===== src/rtl/neg_unit_scheduler_pkg.sv =====
// Shared definitions for the negation-unit scheduler.
//   state_e         : scheduler FSM encoding
//   DEF_NUM_REQ     : default requester count
//   DEF_DATA_WIDTH  : default operand width
//   MOST_NEG_8      : most-negative 8-bit two's-complement value
package neg_unit_scheduler_pkg;

  typedef enum logic [1:0] {
    IDLE   = 2'd0,
    ISSUE  = 2'd1,
    SETTLE = 2'd2,
    RESP   = 2'd3
  } state_e;

  localparam int DEF_NUM_REQ    = 4;
  localparam int DEF_DATA_WIDTH = 8;

  localparam logic [7:0] MOST_NEG_8 = 8'h80;

endpackage


===== src/rtl/neg_unit_scheduler_rr_arbiter.sv =====
// Combinational round-robin arbiter.
//   req         : request vector
//   last_grant  : index granted most recently (lowest priority this round)
//   grant       : one-hot grant, all zero when nothing is requested
//   grant_idx   : encoded index of the grant
//   grant_valid : high when any request is granted
module rr_arbiter #(
  parameter int NUM_REQ = 4,
  parameter int IDX_W   = $clog2(NUM_REQ)
) (
  input  logic [NUM_REQ-1:0] req,
  input  logic [IDX_W-1:0]   last_grant,
  output logic [NUM_REQ-1:0] grant,
  output logic [IDX_W-1:0]   grant_idx,
  output logic               grant_valid
);

  logic [IDX_W-1:0] cand;

  // Search upward from last_grant+1 with wrap; the first hit wins.
  always_comb begin
    grant       = '0;
    grant_idx   = '0;
    grant_valid = 1'b0;
    cand        = '0;
    for (int unsigned off = 1; off <= unsigned'(NUM_REQ); off++) begin
      cand = IDX_W'((32'(last_grant) + off) % unsigned'(NUM_REQ));
      if (!grant_valid && req[cand]) begin
        grant_valid  = 1'b1;
        grant[cand]  = 1'b1;
        grant_idx    = cand;
      end
    end
  end

endmodule


===== src/rtl/neg_unit_scheduler.sv =====
// Time-shares one external combinational negation unit among NUM_REQ
// requesters. One operand is accepted at a time (round robin), held on
// unit_in for a settle window, and the unit's result is returned with the
// owning requester index over a valid/ready response channel.
//   CLK, RESET      : clock, asynchronous active-high reset
//   req_valid/ready : per-requester operand handshake (ready is one-hot)
//   req_data        : packed operands, requester i at [i*DATA_WIDTH +: DATA_WIDTH]
//   unit_in/unit_out: connection to the shared negation unit
//   rsp_*           : response channel (result, owner index, overflow flag)
//   busy            : high whenever an operation is in flight
module neg_unit_scheduler
  import neg_unit_scheduler_pkg::*;
#(
  parameter int NUM_REQ       = DEF_NUM_REQ,
  parameter int DATA_WIDTH    = DEF_DATA_WIDTH,
  parameter int SETTLE_CYCLES = 1
) (
  input  logic                          CLK,
  input  logic                          RESET,
  input  logic [NUM_REQ-1:0]            req_valid,
  input  logic [NUM_REQ*DATA_WIDTH-1:0] req_data,
  output logic [NUM_REQ-1:0]            req_ready,
  output logic [DATA_WIDTH-1:0]         unit_in,
  input  logic [DATA_WIDTH-1:0]         unit_out,
  output logic                          rsp_valid,
  input  logic                          rsp_ready,
  output logic [DATA_WIDTH-1:0]         rsp_data,
  output logic [$clog2(NUM_REQ)-1:0]    rsp_id,
  output logic                          rsp_ovf,
  output logic                          busy
);

  localparam int IDX_W = $clog2(NUM_REQ);
  localparam int CNT_W = (SETTLE_CYCLES > 1) ? $clog2(SETTLE_CYCLES) : 1;
  localparam logic [CNT_W-1:0] CNT_LOAD = CNT_W'(SETTLE_CYCLES - 1);
  // Width-generic most-negative value; the 8-bit case uses the shared constant.
  localparam logic [DATA_WIDTH-1:0] MOST_NEG =
    (DATA_WIDTH == 8) ? DATA_WIDTH'(MOST_NEG_8)
                      : {1'b1, {(DATA_WIDTH-1){1'b0}}};

  state_e                state_q, state_d;
  logic [DATA_WIDTH-1:0] op_q, op_d;
  logic [IDX_W-1:0]      id_q, id_d;
  logic [IDX_W-1:0]      last_grant_q, last_grant_d;
  logic [CNT_W-1:0]      cnt_q, cnt_d;
  logic [DATA_WIDTH-1:0] rsp_data_q, rsp_data_d;
  logic [IDX_W-1:0]      rsp_id_q, rsp_id_d;
  logic                  rsp_ovf_q, rsp_ovf_d;

  logic [NUM_REQ-1:0]    arb_req;
  logic [NUM_REQ-1:0]    arb_grant;
  logic [IDX_W-1:0]      arb_idx;
  logic                  arb_valid;

  // Arbitration only runs in IDLE; RESET also masks it so req_ready is
  // zero while reset is held.
  assign arb_req = (state_q == IDLE && !RESET) ? req_valid : '0;

  rr_arbiter #(
    .NUM_REQ (NUM_REQ),
    .IDX_W   (IDX_W)
  ) u_arb (
    .req         (arb_req),
    .last_grant  (last_grant_q),
    .grant       (arb_grant),
    .grant_idx   (arb_idx),
    .grant_valid (arb_valid)
  );

  always_comb begin
    state_d      = state_q;
    op_d         = op_q;
    id_d         = id_q;
    last_grant_d = last_grant_q;
    cnt_d        = cnt_q;
    rsp_data_d   = rsp_data_q;
    rsp_id_d     = rsp_id_q;
    rsp_ovf_d    = rsp_ovf_q;
    case (state_q)
      IDLE: begin
        if (arb_valid) begin
          op_d         = req_data[arb_idx*DATA_WIDTH +: DATA_WIDTH];
          id_d         = arb_idx;
          last_grant_d = arb_idx;
          state_d      = ISSUE;
        end
      end
      ISSUE: begin
        cnt_d   = CNT_LOAD;
        state_d = SETTLE;
      end
      SETTLE: begin
        if (cnt_q == '0) begin
          rsp_data_d = unit_out;
          rsp_id_d   = id_q;
          rsp_ovf_d  = (op_q == MOST_NEG);
          state_d    = RESP;
        end else begin
          cnt_d = cnt_q - CNT_W'(1);
        end
      end
      RESP: begin
        if (rsp_ready) begin
          state_d = IDLE;
        end
      end
      default: state_d = IDLE;
    endcase
  end

  always_ff @(posedge CLK or posedge RESET) begin
    if (RESET) begin
      state_q      <= IDLE;
      op_q         <= '0;
      id_q         <= '0;
      last_grant_q <= IDX_W'(NUM_REQ - 1);
      cnt_q        <= '0;
      rsp_data_q   <= '0;
      rsp_id_q     <= '0;
      rsp_ovf_q    <= 1'b0;
    end else begin
      state_q      <= state_d;
      op_q         <= op_d;
      id_q         <= id_d;
      last_grant_q <= last_grant_d;
      cnt_q        <= cnt_d;
      rsp_data_q   <= rsp_data_d;
      rsp_id_q     <= rsp_id_d;
      rsp_ovf_q    <= rsp_ovf_d;
    end
  end

  // op_q only changes on acceptance, so it is stable through ISSUE/SETTLE.
  assign unit_in   = op_q;
  assign req_ready = arb_grant;
  assign rsp_valid = (state_q == RESP);
  assign busy      = (state_q != IDLE);
  assign rsp_data  = rsp_data_q;
  assign rsp_id    = rsp_id_q;
  assign rsp_ovf   = rsp_ovf_q;

endmodule


===== config.mk =====
export PLATFORM = sky130hd
export DESIGN_NAME = neg_unit_scheduler
export DESIGN_NICKNAME = d
export VERILOG_FILES = /design/src/rtl/neg_unit_scheduler_pkg.sv /design/src/rtl/neg_unit_scheduler_rr_arbiter.sv /design/src/rtl/neg_unit_scheduler.sv
export SDC_FILE = /design/constraint.sdc
export NUM_CORES = 1
export LEC_CHECK = 0
export CAP_MARGIN = 20
export CORE_MARGIN = 1.5
export CORE_UTILIZATION = 44
export CTS_CLUSTER_DIAMETER = 150
export DETAILED_ROUTE_END_ITERATION = 10
export PLACE_DENSITY_LB_ADDON = 0.15
export RECOVER_POWER = 50
export SKIP_CTS_REPAIR_TIMING = 1
export SYNTH_ARGS = -nofsm -noshare
export SYNTH_HDL_FRONTEND = slang
export SYNTH_SLANG_ARGS = --single-unit

===== constraint.sdc =====
create_clock -name CLK -period 3.53 [get_ports CLK]
set_clock_uncertainty 0.1 [all_clocks]
set_input_delay 0.706 -clock CLK [delete_from_list [all_inputs] [get_ports CLK]]
set_output_delay 0.706 -clock CLK [all_outputs]
set_load 0.05 [all_outputs]

==> run_summary.xml <==
<?xml version="1.0" encoding="UTF-8"?>
<metrics>
  <group name="pwr">
    <metric name="leakage" unit="nW">1.13</metric>
    <metric name="pwr_density_cell" unit="mW/mm²">833</metric>
    <metric name="post-layout-total-power" unit="mW">2.28</metric>
    <metric name="worst_ir_drop_vdd" unit="µV">547</metric>
  </group>
  <group name="clock_network">
    <metric name="worst_setup_hold_path_clk_slew" unit="ns">0.09</metric>
    <metric name="cts_tree" unit="">done</metric>
    <metric name="cts.sink_count" unit="">25</metric>
    <metric name="insertion_delay" unit="ns">0.26</metric>
    <metric name="htree_num_levels" unit="">1</metric>
    <metric name="cts_inserted_buffers" unit="">3</metric>
    <metric name="cts_root_buf" unit="">clkbuf_8</metric>
    <metric name="clk_path_buf_depth" unit="">2</metric>
  </group>
  <group name="synthesis">
    <metric name="syn-instance-count" unit="">165</metric>
    <metric name="ys_seq_area_share" unit="%">34.5</metric>
    <metric name="ys_async_sr_fraction" unit="%">100</metric>
    <metric name="yosys_cell_types" unit="">40</metric>
    <metric name="synth-seq-cells" unit="">25</metric>
    <metric name="synth_top_family_by_area" unit="">multiplexers</metric>
    <metric name="postSynth.topFlopCell" unit="">dfrtp_1</metric>
    <metric name="syn_nets" unit="">224</metric>
    <metric name="yosys.area_share.adder" unit="%">8.25</metric>
    <metric name="yosys_warnings" unit="">0</metric>
    <metric name="post_synth.cell_area_avg" unit="µm²">11.0</metric>
    <metric name="synthesized_area_fraction_occupied_by_and_or_nand_nor_cells" unit="%">10.2</metric>
    <metric name="post_synth_instance_area" unit="mm²">0.00182</metric>
    <metric name="synth-edff-count" unit="">0</metric>
    <metric name="post_synthesis_mux_area_share" unit="%">25.8</metric>
    <metric name="compound_gate_portion_of_the_synthesized_area" unit="%">14.8</metric>
    <metric name="synth_xor_area_share" unit="%">0</metric>
  </group>
  <group name="sta">
    <metric name="fmaxAchievable" unit="GHz">0.287</metric>
    <metric name="tightest_slew" unit="ns">1.30</metric>
    <metric name="maxSlewViolCount" unit="">0</metric>
    <metric name="period_needed" unit="ns">3.48</metric>
    <metric name="final_min_period_over_clock_period" unit="%">98.5</metric>
    <metric name="final_setup_violation_count" unit="">0</metric>
    <metric name="slew_headroom" unit="%">13.4</metric>
    <metric name="setup_total_negative_slack" unit="ns">0</metric>
    <metric name="whs" unit="ns">0.386</metric>
    <metric name="hold_violations" unit="">0</metric>
  </group>
  <group name="die">
    <metric name="dieArea" unit="mm²">0.00453</metric>
    <metric name="die_height" unit="µm">67.3</metric>
    <metric name="boundaryPins" unit="">72</metric>
    <metric name="die_boundary_width" unit="µm">67.3</metric>
    <metric name="core" unit="mm²">0.00400</metric>
    <metric name="floorplan.rows" unit="">23</metric>
    <metric name="start_util" unit="%">45.5</metric>
  </group>
  <group name="final_layout">
    <metric name="fillCellCount" unit="">296</metric>
    <metric name="share_of_final_layout_standard_cells_stronger_than_drive_strength_1" unit="%">25.5</metric>
    <metric name="nets" unit="">303</metric>
    <metric name="multiInputGateArea" unit="mm²">0.00112</metric>
    <metric name="layout.cell_area.non_filler" unit="mm²">0.00274</metric>
    <metric name="area_overhead_of_the_layout_relative_to_synthesis" unit="%">50.5</metric>
    <metric name="n_antenna_cell" unit="">0</metric>
    <metric name="final-instance-count-excl-fill" unit="">293</metric>
    <metric name="ff_latch_area" unit="µm²">628</metric>
  </group>
  <group name="detailed_routing">
    <metric name="ant_nets" unit="">0</metric>
    <metric name="post_drt_wl_per_cell" unit="µm">14.3</metric>
    <metric name="initialDrtViolationCount" unit="">98</metric>
    <metric name="detailroute.via_count" unit="">1578</metric>
    <metric name="drt_first_pass_iters" unit="">4</metric>
    <metric name="drt_wl_total" unit="µm">4190</metric>
    <metric name="drt-vias-per-instance" unit="">5.39</metric>
    <metric name="drt_drc_violations_left" unit="">0</metric>
  </group>
  <group name="placed_design">
    <metric name="number_of_input_and_output_port_buffers_inserted" unit="">71</metric>
    <metric name="cell_area_after_placement" unit="mm²">0.00264</metric>
    <metric name="routabilityCongestion" unit="">0.780</metric>
    <metric name="dp.cells" unit="">286</metric>
    <metric name="place.detailed.hpwl" unit="µm">3260</metric>
  </group>
  <group name="global_routing">
    <metric name="antenna_violations_before_repair" unit="">0</metric>
    <metric name="grt-ovfl-total" unit="">0</metric>
    <metric name="first_global_vias" unit="">1519</metric>
    <metric name="global_route.usage.total" unit="%">18.6</metric>
    <metric name="grt_start_max_net_pins" unit="">26</metric>
    <metric name="grt_first_pass_wirelength" unit="µm">6580</metric>
  </group>
  <group name="worst_hold_path">
    <metric name="timing.hold.worst_endpoint" unit="">id_q[1]</metric>
    <metric name="worst_hold_path_type" unit="">register to register</metric>
    <metric name="min_path_cells" unit="">1</metric>
    <metric name="timing.hold.worst.start" unit="">id_q[1]</metric>
  </group>
  <group name="critical_path">
    <metric name="worst-setup-path-type" unit="">input port to output pin</metric>
    <metric name="worst-endpoint-arrival" unit="ns">2.67</metric>
    <metric name="worst_reg2reg_endpoint" unit="">unit_in[4]</metric>
    <metric name="worst_r2r_path_depth" unit="">9</metric>
    <metric name="worstSetupStartpointType" unit="">input port</metric>
    <metric name="timing.critical_path.fanout_max" unit="">10</metric>
    <metric name="reg_to_reg_slack_setup" unit="ns">0.64</metric>
    <metric name="rr_startpoint" unit="">last_grant_q[1]</metric>
    <metric name="critPathRequiredTime" unit="ns">2.72</metric>
    <metric name="worstSetupEndpointType" unit="">output pin</metric>
  </group>
  <group name="outcome">
    <metric name="outcome" unit="">completed</metric>
  </group>
  <group name="flow_run">
    <metric name="timing.max_cap.violations" unit="">0</metric>
  </group>
</metrics>
[final cells by class]
type | count | area share, %
clock inverters | 1 | 0.274
flip-flops and latches | 25 | 22.9
repair buffers | 84 | 30.9
multi-input cells | 121 | 40.9
clock buffers | 3 | 1.51
inverters | 9 | 1.23
well taps | 50 | 2.29
[metrics by stage]
step / util [%] / setup WS [ns]
floorplan: - / 0.101
global placement: 66.1 / 0.0723
detailed placement: 66.1 / 0.0182
CTS: 67.3 / -0.0439
global route: 68.4 / -0.0323
finish: 68.4 / 0.0516
[critical path, stage by stage]
cell and delay [ns]:
clkdlybuf4s50_1 0.42, buf_4 0.18, mux4_2 0.50, nor2b_4 0.17, a22oi_2 0.15, nor2_1 0.06
a221o_1 0.31, buf_12 0.16
[cells in the mapped netlist, drive strengths merged, types with 2 or more instances]
cell type / count / area, µm²
a21o: 4 / 30.0
a21oi: 3 / 15.0
a221o: 4 / 40.0
a22oi: 4 / 30.0
buf: 8 / 75.1
clkbuf: 2 / 7.51
dfrtp: 23 / 576
dfstp: 2 / 52.6
ha: 12 / 150
inv: 9 / 33.8
mux2: 19 / 244
mux2i: 18 / 180
mux4: 2 / 45.0
nand2: 11 / 41.3
nor2: 10 / 37.5
nor2b: 2 / 20.0
nor3: 4 / 20.0
o21ai: 12 / 90.1
[how the worst max path moves through the flow]
stage / from / end / slack, ns
4_1_cts: last_grant_q[1] / req_ready[2] / -0.04
5_1_grt: req_valid[2] / req_ready[2] / -0.03
3_5_place_dp: req_valid[1] / req_ready[2] / 0.02
2_1_floorplan: RESET / req_ready[0] / 0.10
3_3_place_gp: req_valid[1] / req_ready[0] / 0.07
6_report: req_valid[1] / req_ready[1] / 0.05
[power breakdown]
part	switching [mW]	internal [mW]
Clock	0.0866	0.0797
Combinational	0.929	0.661
Sequential	0.0909	0.433
Total	1.11	1.17
[registers in the layout (all words and copies together), names as in the netlist]
register      count
rsp_data          8
rsp_ovf           1
state_q           2
id_q              2
last_grant_q      2
rsp_id            2
unit_in           8
[cells by family (layout without fill, tap and decap cells)]
kind of cell,Yosys count,in the layout
DFF,25,25
muxes,39,39
AOI/OAI and AO/OA,34,34
adders and majority gates,12,12
buffers and inverters,19,97
and+or+nand+nor,36,36
[per-layer routing]
| metal | vias to the layer above | track usage (%) | routed length, µm |
|---|---|---|---|
| li1 | 758 | - | - |
| met1 | 753 | 21.3 | 1620 |
| met2 | 59 | 36.1 | 2320 |
| met3 | 8 | 2.33 | 204 |
| met4 | 0 | 4.59 | 51 |
| met5 | - | 0 | 0 |
[cells in the final DEF, fill, tap and decap left out, types with 2 or more instances in the layout]
| master | count |
|---|---|
| a21o_1 | 4 |
| a21oi_1 | 2 |
| a221o_1 | 4 |
| a22oi_1 | 2 |
| a22oi_2 | 2 |
| buf_12 | 4 |
| buf_4 | 12 |
| clkbuf_8 | 3 |
| clkdlybuf4s50_1 | 66 |
| dfrtp_1 | 23 |
| dfstp_2 | 2 |
| ha_1 | 11 |
| inv_1 | 9 |
| mux2_2 | 11 |
| mux2_4 | 8 |
| mux2i_1 | 18 |
| mux4_2 | 2 |
| nand2_1 | 11 |
| nor2_1 | 10 |
| nor3_1 | 4 |
| o21ai_0 | 3 |
| o21ai_2 | 8 |
(Power assumes the default switching activity.)
